### config.mk
export PLATFORM = sky130hd
export DESIGN_NAME = fft_axi_host
export DESIGN_NICKNAME = d
export VERILOG_FILES = /design/src/rtl/fft_axi_host.sv
export SDC_FILE = /design/constraint.sdc
export NUM_CORES = 1
export LEC_CHECK = 0
export ABC_AREA = 1
export BUFFER_PORTS_ARGS = -buffer_cell sky130_fd_sc_hd__buf_4
export CORE_MARGIN = 3
export CORE_UTILIZATION = 46
export CTS_CLUSTER_DIAMETER = 120
export CTS_CLUSTER_SIZE = 25
export DETAILED_ROUTE_END_ITERATION = 6
export GPL_TIMING_DRIVEN = 0
export PLACE_DENSITY = 0.78
export SLEW_MARGIN = 40
export SYNTH_ARGS = -nofsm -noshare
export SYNTH_HDL_FRONTEND = slang
export SYNTH_SLANG_ARGS = --single-unit
### constraint.sdc
create_clock -name i_clk -period 4.3 [get_ports i_clk]
set_clock_uncertainty 0.15 [all_clocks]
set_input_delay 0.645 -clock i_clk [delete_from_list [all_inputs] [get_ports i_clk]]
set_output_delay 0.645 -clock i_clk [all_outputs]
set_load 0.1 [all_outputs]
### src/rtl/fft_axi_host.sv
// rtl/fft_axi_host.sv - streams one frame from source RAM to the FFT bridge and stores the results
// Optional result watchdog enabled by defining FFT_HOST_TIMEOUT_EN.
module fft_axi_host #(
  parameter int DATA_WIDTH     = 32,
  parameter int ADDR_WIDTH     = 12,
  parameter int TIMEOUT_CYCLES = 1024
) (
  input  logic                  i_clk,
  input  logic                  i_rst,
  input  logic                  i_START,
  input  logic [ADDR_WIDTH-1:0] i_SAMPLES_NUMBER,
  output logic [ADDR_WIDTH-1:0] o_SRC_ADR,
  input  logic [DATA_WIDTH-1:0] i_SRC_DATA,
  output logic                  o_ARVALID,
  output logic [DATA_WIDTH-1:0] o_ARDATA,
  input  logic                  i_ARREADY,
  input  logic                  i_AWVALID,
  input  logic [DATA_WIDTH-1:0] i_AWDATA,
  output logic                  o_AWREADY,
  output logic [ADDR_WIDTH-1:0] o_DST_ADR,
  output logic [DATA_WIDTH-1:0] o_DST_DATA,
  output logic                  o_DST_WRITE,
  output logic                  o_BUSY,
  output logic                  o_DONE,
  output logic                  o_ERROR
);

  typedef enum logic [2:0] {IDLE, SEND, WAIT_RES, RECV, DONE} state_t;

  localparam logic [ADDR_WIDTH-1:0] CNT_ONE = ADDR_WIDTH'(1);

  state_t                state, state_nx;
  logic [ADDR_WIDTH-1:0] n_reg;
  logic [ADDR_WIDTH-1:0] rd_cnt;
  logic [ADDR_WIDTH-1:0] snd_cnt;
  logic [ADDR_WIDTH-1:0] rcv_cnt;
  logic [DATA_WIDTH-1:0] ar_data;
  logic [DATA_WIDTH-1:0] skid_data;
  logic                  ar_valid;
  logic                  skid_valid;
  logic                  rd_pend;
  logic                  start_ok;
  logic                  start_run;
  logic                  drain;
  logic                  load_out;
  logic                  rd_issue;
  logic                  rx_phase;
  logic                  accept;
  logic                  snd_last;
  logic                  rcv_last;
  logic                  tmo_hit;
  logic [1:0]            occ;

  always_comb begin
    start_ok  = (state == IDLE) && i_START;
    start_run = start_ok && (i_SAMPLES_NUMBER != '0);
    drain     = ar_valid && i_ARREADY;
    load_out  = !ar_valid || drain;
    rx_phase  = (state == WAIT_RES) || (state == RECV);
    accept    = rx_phase && i_AWVALID;
    snd_last  = drain && ((snd_cnt + CNT_ONE) == n_reg);
    rcv_last  = accept && ((rcv_cnt + CNT_ONE) == n_reg);
    // words held or in flight after this cycle's drain; never exceeds two
    occ       = {1'b0, ar_valid} + {1'b0, skid_valid} + {1'b0, rd_pend} - {1'b0, drain};
    rd_issue  = (state == SEND) && (rd_cnt != n_reg) && (occ < 2'd2);
  end

  always_comb begin
    state_nx = state;
    case (state)
      IDLE:           if (i_START) state_nx = (i_SAMPLES_NUMBER == '0) ? DONE : SEND;
      SEND:           if (snd_last) state_nx = WAIT_RES;
      WAIT_RES, RECV: begin
        if (rcv_last || tmo_hit) state_nx = DONE;
        else if (accept)         state_nx = RECV;
      end
      DONE:           state_nx = IDLE;
      default:        state_nx = IDLE;
    endcase
  end

  always_ff @(posedge i_clk or posedge i_rst) begin
    if (i_rst) state <= IDLE;
    else       state <= state_nx;
  end

  // Address 0 is presented while idle, so an accepted start doubles as its read.
  always_ff @(posedge i_clk or posedge i_rst) begin
    if (i_rst) begin
      n_reg      <= '0;
      rd_cnt     <= '0;
      snd_cnt    <= '0;
      rcv_cnt    <= '0;
      rd_pend    <= 1'b0;
      ar_valid   <= 1'b0;
      ar_data    <= '0;
      skid_valid <= 1'b0;
      skid_data  <= '0;
    end else begin
      rd_pend <= rd_issue || start_run;
      if (start_ok) begin
        n_reg   <= i_SAMPLES_NUMBER;
        rd_cnt  <= start_run ? CNT_ONE : '0;
        snd_cnt <= '0;
        rcv_cnt <= '0;
      end else begin
        if (rd_issue)        rd_cnt  <= rd_cnt + CNT_ONE;
        if (state == DONE)   rd_cnt  <= '0;
        if (drain)           snd_cnt <= snd_cnt + CNT_ONE;
        if (accept)          rcv_cnt <= rcv_cnt + CNT_ONE;
      end

      if (skid_valid) begin
        if (load_out) begin
          ar_data    <= skid_data;
          ar_valid   <= 1'b1;
          skid_valid <= rd_pend;
          if (rd_pend) skid_data <= i_SRC_DATA;
        end
      end else if (rd_pend) begin
        if (load_out) begin
          ar_data  <= i_SRC_DATA;
          ar_valid <= 1'b1;
        end else begin
          skid_data  <= i_SRC_DATA;
          skid_valid <= 1'b1;
        end
      end else if (drain) begin
        ar_valid <= 1'b0;
      end
    end
  end

`ifdef FFT_HOST_TIMEOUT_EN
  localparam int TMO_W = $clog2(TIMEOUT_CYCLES + 1);

  logic [TMO_W-1:0] tmo_cnt;
  logic             err_q;

  assign tmo_hit = rx_phase && !accept && (tmo_cnt == TMO_W'(TIMEOUT_CYCLES - 1));

  always_ff @(posedge i_clk or posedge i_rst) begin
    if (i_rst) begin
      tmo_cnt <= '0;
      err_q   <= 1'b0;
    end else begin
      if (!rx_phase || accept) tmo_cnt <= '0;
      else                     tmo_cnt <= tmo_cnt + TMO_W'(1);
      if (start_ok)     err_q <= 1'b0;
      else if (tmo_hit) err_q <= 1'b1;
    end
  end

  assign o_ERROR = err_q;
`else
  assign tmo_hit = 1'b0;
  assign o_ERROR = 1'b0;
`endif

  assign o_SRC_ADR   = rd_cnt;
  assign o_ARVALID   = ar_valid;
  assign o_ARDATA    = ar_data;
  assign o_AWREADY   = rx_phase;
  assign o_DST_ADR   = rcv_cnt;
  assign o_DST_DATA  = accept ? i_AWDATA : '0;
  assign o_DST_WRITE = accept;
  assign o_BUSY      = (state != IDLE);
  assign o_DONE      = (state == DONE);

endmodule

==> reports/results.tsv, run 1 <==
metric	value	unit
drive_gt1_share	26.5	%
gp_congestion	0.886	
syn-num-nets	901	
rrSetupSlack	1.40	ns
endpoint_kind	register	
hpwl	13100	microns
start_util	47.4	%
drv_cap	0	
setup_ws	1.40	ns
synth_cells	814	
grt_pass1_wl	28300	microns
outcome	finished, final reports clean	
cts.path.max_buffers	2	
first_global_vias	5889	
slew_headroom	65.1	%
report.final.slew_viol_count	0	
rr_worst_depth	14	
critPathMaxStageDelay	0.41	ns
area_growth	33.8	%
cp_top_family	buffers and inverters	
crit_fanout	10	
yosysWarnings	0	
antenna_found_initial	0	
layout_min_cycle_time	2.90	ns
timing.fmax	345	MHz
syn_avg_cell_area	7.77	sq um
synthDistinctLibCells	34	
cp.depth	14	
numCtsBuffers	17	
post_cts_resized	0	
wl_per_cell	14.8	microns
place_inst	1164	
power.density	919	nW/um^2
critPathCapture	o_SRC_ADR[6]	
synthArstFlopShare	100	%
clock_sinks	118	
vias	6128	
crit_start	skid_valid	
fp.coreArea	13300	sq um
crit_chain	buf_2, inv_2, clkbuf_1, ha_1, inv_1, ha_1, a21o_1, o21ai_1, a21oi_1, nand2_1, buf_2, nand2_2, a21oi_1, nor2_1	
fill_cells	1180	
port_buffers	173	
die-area	15200	sq um
drtIter0Drc	453	
vdd_drop_max	0.000649	V
crit_type	register to register	
r2r_end	o_SRC_ADR[6]	
via_per_inst	5.12	
p_leak	0.00418	uW
cp_data_required_time	4.46	ns
worstMarginPinSlew	0.524	ns
rsz0062_at_grt	no	
timing.hold.ws	0.0506	ns
first_pass_iters	5	
clkSlewWorstSetupHoldPaths	0.06	ns
post-route-period-util	67.5	%
drc	0	
start_kind	register	
globalRoute.totalOverflow	0	
detail-route-antenna-nets	0	
synth-seq-cells	118	
critPathBufInv	5	
grt_use_total	23.9	%
hold_violations	0	
dp_slack	1.43	ns
synth_ff_type	dfrtp_1	
worstPathArrival	3.06	ns
setup_viol	0	
clock-root-buffer	clkbuf_16	
synthesis.area	6320	sq um
r2r_start	skid_valid	
hold_class	input port to async pin	
slowest_stage	clkbuf_1	
drt_wl_total	17800	microns
ios	175	
core.rowCount	42	
die-height	123	microns
die_w	123	microns
stdcell_count	1196	
diodes	0	
synth-edff-count	0	
grt_max_degree	79	
nets	1094	
htree_num_levels	4	
postCtsSetupBuffers	0	
holdBufCountCts	0	
yosysSeqAreaShare	46.7	%
clock_latency	0.42	ns
cts_tree	done	
[cell usage in the layout (no fill, tap or decap), types with 20 or more instances in the layout]
cell type,synthesis,final
clkbuf_1,18,20
nand3_1,63,63
nand2_1,224,224
inv_1,96,95
nor2_1,100,100
mux2_2,32,32
buf_4,1,174
dfrtp_1,118,118
o21ai_0,27,27
a31oi_1,33,33
[layout make-up]
class,count,area [sq um],area share (%)
clock buffer,23,488,5.77
tap,176,220,2.60
clock inverter,9,95.1,1.12
sequential,118,2950,34.9
buffer,25,105,1.24
timing repair buffer,174,1330,15.7
inverter,102,390,4.61
multi-input combinational,569,2880,34.1
[report_power, final]
part / switching, uW / internal, uW / leakage (uW)
Combinational: 3340 / 1070 / 0.00246
Sequential: 395 / 1590 / 0.00145
Clock: 529 / 859 / 0.000272
[worst min-delay path by stage]
stage                   from             to  slack [ns]  cells past startpoint
2_1_floorplan       state[0]       state[0]        0.32                      2
3_3_place_gp   skid_data[22]  skid_data[22]        0.34                      1
3_5_place_dp   skid_data[12]  skid_data[12]        0.34                      1
4_1_cts                i_rst     snd_cnt[5]        0.05                      2
5_1_grt                i_rst     snd_cnt[5]        0.07                      2
6_report               i_rst     snd_cnt[5]        0.05                      2
[metrics by stage]
step                utilization (%)  power [uW]  setup TNS, ns  area, sq um
floorplan                         -        5340              0         6320
global placement               58.8        6320        -124.37         7840
detailed placement             59.0        6390              0         7880
CTS                            63.4        7790              0         8460
global route                   63.4        8210              0         8460
finish                         63.4        7780              0         8460
[per-layer routing]
metal / share of wire (%) / up-vias / wire (microns) / track usage, %
met2: 48 / 213 / 8590 / 38.1
met3: 8.2 / 36 / 1450 / 6.59
met4: 2.8 / 0 / 492 / 10.7
met5: 0 / - / 0 / 0
li1: - / 3021 / - / -
met1: 41 / 2858 / 7220 / 30.4
[cell families after synthesis]
group	after synthesis	synth area share [%]
muxes	32	5.70
other	1	0.0593
xor gates and xnor gates	12	1.66
adders and majority gates	6	1.19
DFF	118	46.7
buffers and inverters	127	7.72
and+or+nand+nor	427	28.6
AOI/OAI and AO/OA	91	8.37
[cells in the mapped netlist, drive strengths merged (3+ instances only)]
library cell / instances / area, sq um
nor3: 7 / 50.1
a21oi: 8 / 43.8
nand3: 65 / 335
inv: 101 / 379
o22ai: 17 / 106
ha: 6 / 75.1
xnor2: 3 / 26.3
buf: 7 / 37.5
nor4: 3 / 18.8
o21ai: 30 / 150
nand4: 9 / 56.3
dfrtp: 118 / 2950
mux2: 32 / 360
xor2: 9 / 78.8
nand2: 231 / 885
nor2: 108 / 435
a31oi: 33 / 206
clkbuf: 18 / 67.6
Note: power is estimated with default switching activity, not from simulation.
==> run 2: changes to the inputs <==
- PLACE_DENSITY: 0.78 -> 0.8
- clock period: 4.3 -> 2.4 ns (I/O delays scaled with it)
==> reports/results.tsv, run 2 (synthesized netlist as in run 1, its figures left out) <==
metric	value	unit
die_w	123	microns
report.final.slew_viol_count	0	
drtIter0Drc	373	
grt_use_total	24.2	%
r2r_start	o_ARVALID	
first_global_vias	5846	
diodes	0	
crit_chain	nand2_4, inv_2, ha_4, inv_2, ha_4, a21o_1, o21ai_1, a21oi_1, nand2_1, buf_6, nor3_4, nand3_1, nand2_1, nor2_1	
hp-start	i_SAMPLES_NUMBER[6]	
place_area	8310	sq um
setup_viol	0	
timing.fmax	428	MHz
drc	0	
cp_data_required_time	2.56	ns
fp.coreArea	13300	sq um
holdPathStages	3	
worstPathArrival	2.49	ns
crit_fanout	10	
holdPathEnd	n_reg[6]	
gp_congestion	0.914	
vdd_drop_max	0.00120	V
vias	6183	
port_buffers	173	
clock_sinks	118	
globalRoute.totalOverflow	0	
multi_input_area	3220	sq um
power	14400	uW
numCtsBuffers	17	
detail-route-antenna-nets	0	
endpoint_kind	register	
grt_max_degree	27	
antenna_found_initial	0	
wl_per_cell	15.3	microns
start_util	47.4	%
post-route-period-util	97.4	%
die-height	123	microns
final_cell_mix	nand2_1, buf_4, dfrtp_1	
seqCellArea	2960	sq um
rrSetupSlack	0.06	ns
drt_wl_total	18400	microns
cts_tree	done	
core.rowCount	42	
fill_cells	1079	
hpwl	13900	microns
nets	1100	
slew_headroom	54.1	%
worstMarginPinSlew	0.685	ns
htree_num_levels	4	
start_kind	register	
first_pass_iters	5	
final_common_cell	nand2_1	
ios	175	
slowest_stage	dfrtp_2	
hold_class	input port to register	
outcome	finished, final reports clean	
clkSlewWorstSetupHoldPaths	0.06	ns
die-area	15200	sq um
via_per_inst	5.14	
rr_worst_depth	14	
grt_pass1_wl	28600	microns
clock_latency	0.42	ns
timing.hold.ws	0.00938	ns
clock-root-buffer	clkbuf_16	
drive_gt1_share	32.5	%
critPathMaxStageDelay	0.42	ns
area_growth	42.6	%
cts.path.max_buffers	2	
layout_min_cycle_time	2.34	ns
final_area	9020	sq um
hold_violations	0	
crit_type	register to register	
r2r_end	o_SRC_ADR[11]	
tns	0	ns
power.density	1600	nW/um^2
p_leak	0.00432	uW
drv_cap	0	
[run 2: timing repair]
action / CTS / global route
hold buffers: 1 / 0
endpoints found under the hold margin: 11 / 0
pin swaps: 0 / 1
resized for setup: 2 / 23
endpoints found under the setup margin: 12 / 26
buffers inserted: 0 / 2
[run 2: per-layer routing]
layer  global-route usage, %  vias to the layer above  routed length [microns]
met1                    30.0                     2885                     7190
li1                        -                     3030                        -
met3                    8.74                       27                     1750
met4                    7.82                        0                      285
met5                       0                        -                        0
met2                    39.6                      241                     9200
[run 2: how the worst max path moves through the flow]
stage	start	end	slack [ns]	depth (start not counted)
detailed placement	skid_valid	o_SRC_ADR[10]	-0.22	14
global route	o_ARVALID	o_SRC_ADR[10]	-0.008	13
finish	o_ARVALID	o_SRC_ADR[11]	0.06	14
global placement	i_rst	o_DST_ADR[0]	-0.53	2
floorplan	state[1]	o_DST_DATA[0]	-0.23	5
CTS	skid_valid	o_SRC_ADR[10]	0.02	12
[run 2: stage by stage]
step           util [%]  worst slack (ns)  cells
3_5_place_dp       62.2            -0.218   1168
4_1_cts            66.8            0.0220   1200
3_3_place_gp       61.3            -0.527   1163
2_1_floorplan         -            -0.228    814
6_report           67.6            0.0616   1202
5_1_grt            67.6          -0.00786   1202
[run 2: area by class of cell]
cell class	count	share of cell area [%]
Inverter	102	4.37
Sequential cell	118	32.8
Clock inverter	13	1.62
Tap cell	176	2.44
Buffer	24	1.40
Timing Repair Buffer	181	16.7
Clock buffer	19	5.02
Multi-Input combinational cell	569	35.6
[run 2: critical path: cells and delay by family (launching register included)]
family / cells / cell delay, ns
AND/OR/NAND/NOR: 6 / 0.53
adder cells (fa/ha/maj): 2 / 0.51
flip-flops: 1 / 0.42
buffers and inverters: 3 / 0.27
AO/OA/AOI/OAI: 3 / 0.34
[run 2: report_power, final]
group          internal (uW)  total (uW)  switching, uW  leakage [uW]
clock network           1590        2560            963      0.000290
registers               2850        3550            699       0.00144
logic                   2100        8330           6230       0.00259
==> run 3: changes to the inputs <==
- SETUP_SLACK_MARGIN: unset -> 0.5
==> reports/results.tsv, run 3 (synthesized netlist as in run 1, its figures left out) <==
metric	value	unit
outcome	complete, but fails checks	
violations	design-rule violations	
clock_latency	0.42	ns
drtIter0Drc	880	
endpoint_kind	register	
ios	175	
crit_chain	buf_6, inv_8, buf_8, ha_4, inv_2, ha_4, a21o_1, o21ai_1, a21oi_1, nand2_2, buf_6, nor2_1, xor2_1, nor2_1	
via_per_inst	5.52	
die_w	123	microns
gp_congestion	0.938	
cts.path.max_buffers	2	
start_kind	register	
htree_num_levels	4	
vdd_drop_max	0.00136	V
hpwl	13300	microns
fp.coreArea	13300	sq um
cp_data_required_time	2.55	ns
detail-route-antenna-nets	0	
area_growth	56.9	%
top_usage_layer	met2	
final_common_cell	nand2_1	
worstPathArrival	2.51	ns
clock_sinks	118	
port_buffers	173	
setup_viol	0	
final_cell_mix	nand2_1, buf_4, dfrtp_1	
slew_headroom	61.8	%
clock-root-buffer	clkbuf_16	
die-height	123	microns
worstMarginPinSlew	0.571	ns
first_pass_iters	7	
vias	6779	
multi_input_area	3340	sq um
grt_use_total	27.3	%
die-area	15200	sq um
grt_util_met1	30.7	%
hold_class	input port to register	
wl_per_cell	17.8	microns
crit_fanout	5	
timing.fmax	423	MHz
use_met2	47.5	%
numCtsBuffers	17	
p_leak	0.00463	uW
start_util	47.4	%
layout_min_cycle_time	2.37	ns
p_int	7240	uW
grt_use_met3	9.01	%
first_global_vias	6329	
hold_violations	0	
rsz0062_at_grt	yes	
slowest_stage	dfrtp_1	
crit_type	register to register	
clock_power_share	16.2	%
tns	0	ns
drv_cap	0	
nets	1126	
grt_pass1_wl	31900	microns
grt_max_degree	26	
post-route-period-util	98.6	%
combPwrFrac	60.4	%
power.density	1570	nW/um^2
cts_tree	done	
drc	4	
critPathMaxStageDelay	0.34	ns
core.rowCount	42	
switching_share	53.4	%
power	15500	uW
antenna_found_initial	0	
seqCellArea	2980	sq um
diodes	0	
clkSlewWorstSetupHoldPaths	0.06	ns
drive_gt1_share	38.2	%
p_seq_share	23.4	%
globalRoute.totalOverflow	0	
drt_wl_total	21800	microns
fill_cells	864	
net-switching-power	8290	uW
report.final.slew_viol_count	0	
## run 3: repair_timing
item                                   CTS  global route
setup endpoints to repair               56           125
endpoints found under the hold margin   13             0
gates cloned                             5             0
buffers inserted                        14             8
resized for setup                      134            46
pin swaps                               13            11
hold buffers                             1             0
## run 3: critical path, delay by kind of cell, from the launching register on
family          cells  cell delay, ns
flops               1            0.34
simple gates        3            0.28
buf+inv             5            0.44
compound gates      3            0.35
fa+ha+maj           2            0.50
xor+xnor            1            0.17
## run 3: final cells by class
type                            instances  share of cell area [%]
Multi-Input combinational cell        570                    33.6
Sequential cell                       118                    30.0
Inverter                              102                    4.06
Buffer                                 25                    2.47
Clock buffer                           20                    4.60
Clock inverter                         11                    1.27
Tap cell                              176                    2.22
Timing Repair Buffer                  205                    21.7
## run 3: worst paths after layout
kind / start / to / slack (ns) / cells past startpoint
min reg2reg: o_SRC_ADR[2] / o_SRC_ADR[2] / 0.35 / 1
max reg2reg: skid_valid / o_SRC_ADR[5] / 0.03 / 14
min: i_SAMPLES_NUMBER[0] / n_reg[0] / 0.02 / 3
max: skid_valid / o_SRC_ADR[5] / 0.03 / 14
max in group asynchronous: i_rst / o_SRC_ADR[1] / 0.91 / 6
min in group asynchronous: i_rst / o_ARDATA[22] / 0.34 / 3
## run 3: per-layer routing
layer	part of all wire (%)	wire, microns
met3	11	2320
met5	0	0
met1	35	7530
met4	5.9	1290
met2	49	10700
## run 3: power by group through the flow
stage	logic, uW	clock network, uW	registers (uW)
detailed placement	8260	0	3600
global route	9870	2630	3720
finish	9370	2520	3640
floorplan	3700	0	6250
global placement	8110	0	3580
CTS	8940	2530	3600
## run 3: through the flow
stage | setup WS (ns) | instances | cell area, sq um | hold WS (ns) | utilization, %
2_1_floorplan | -0.128 | 814 | 6780 | 0.320 | -
3_3_place_gp | -0.498 | 1163 | 8300 | 0.337 | 62.2
3_5_place_dp | -0.235 | 1168 | 8430 | 0.225 | 63.2
4_1_cts | 0.0311 | 1219 | 9750 | 0.00354 | 73.0
5_1_grt | -0.0939 | 1227 | 9920 | 0.0173 | 74.3
6_report | 0.0338 | 1227 | 9920 | 0.0190 | 74.3
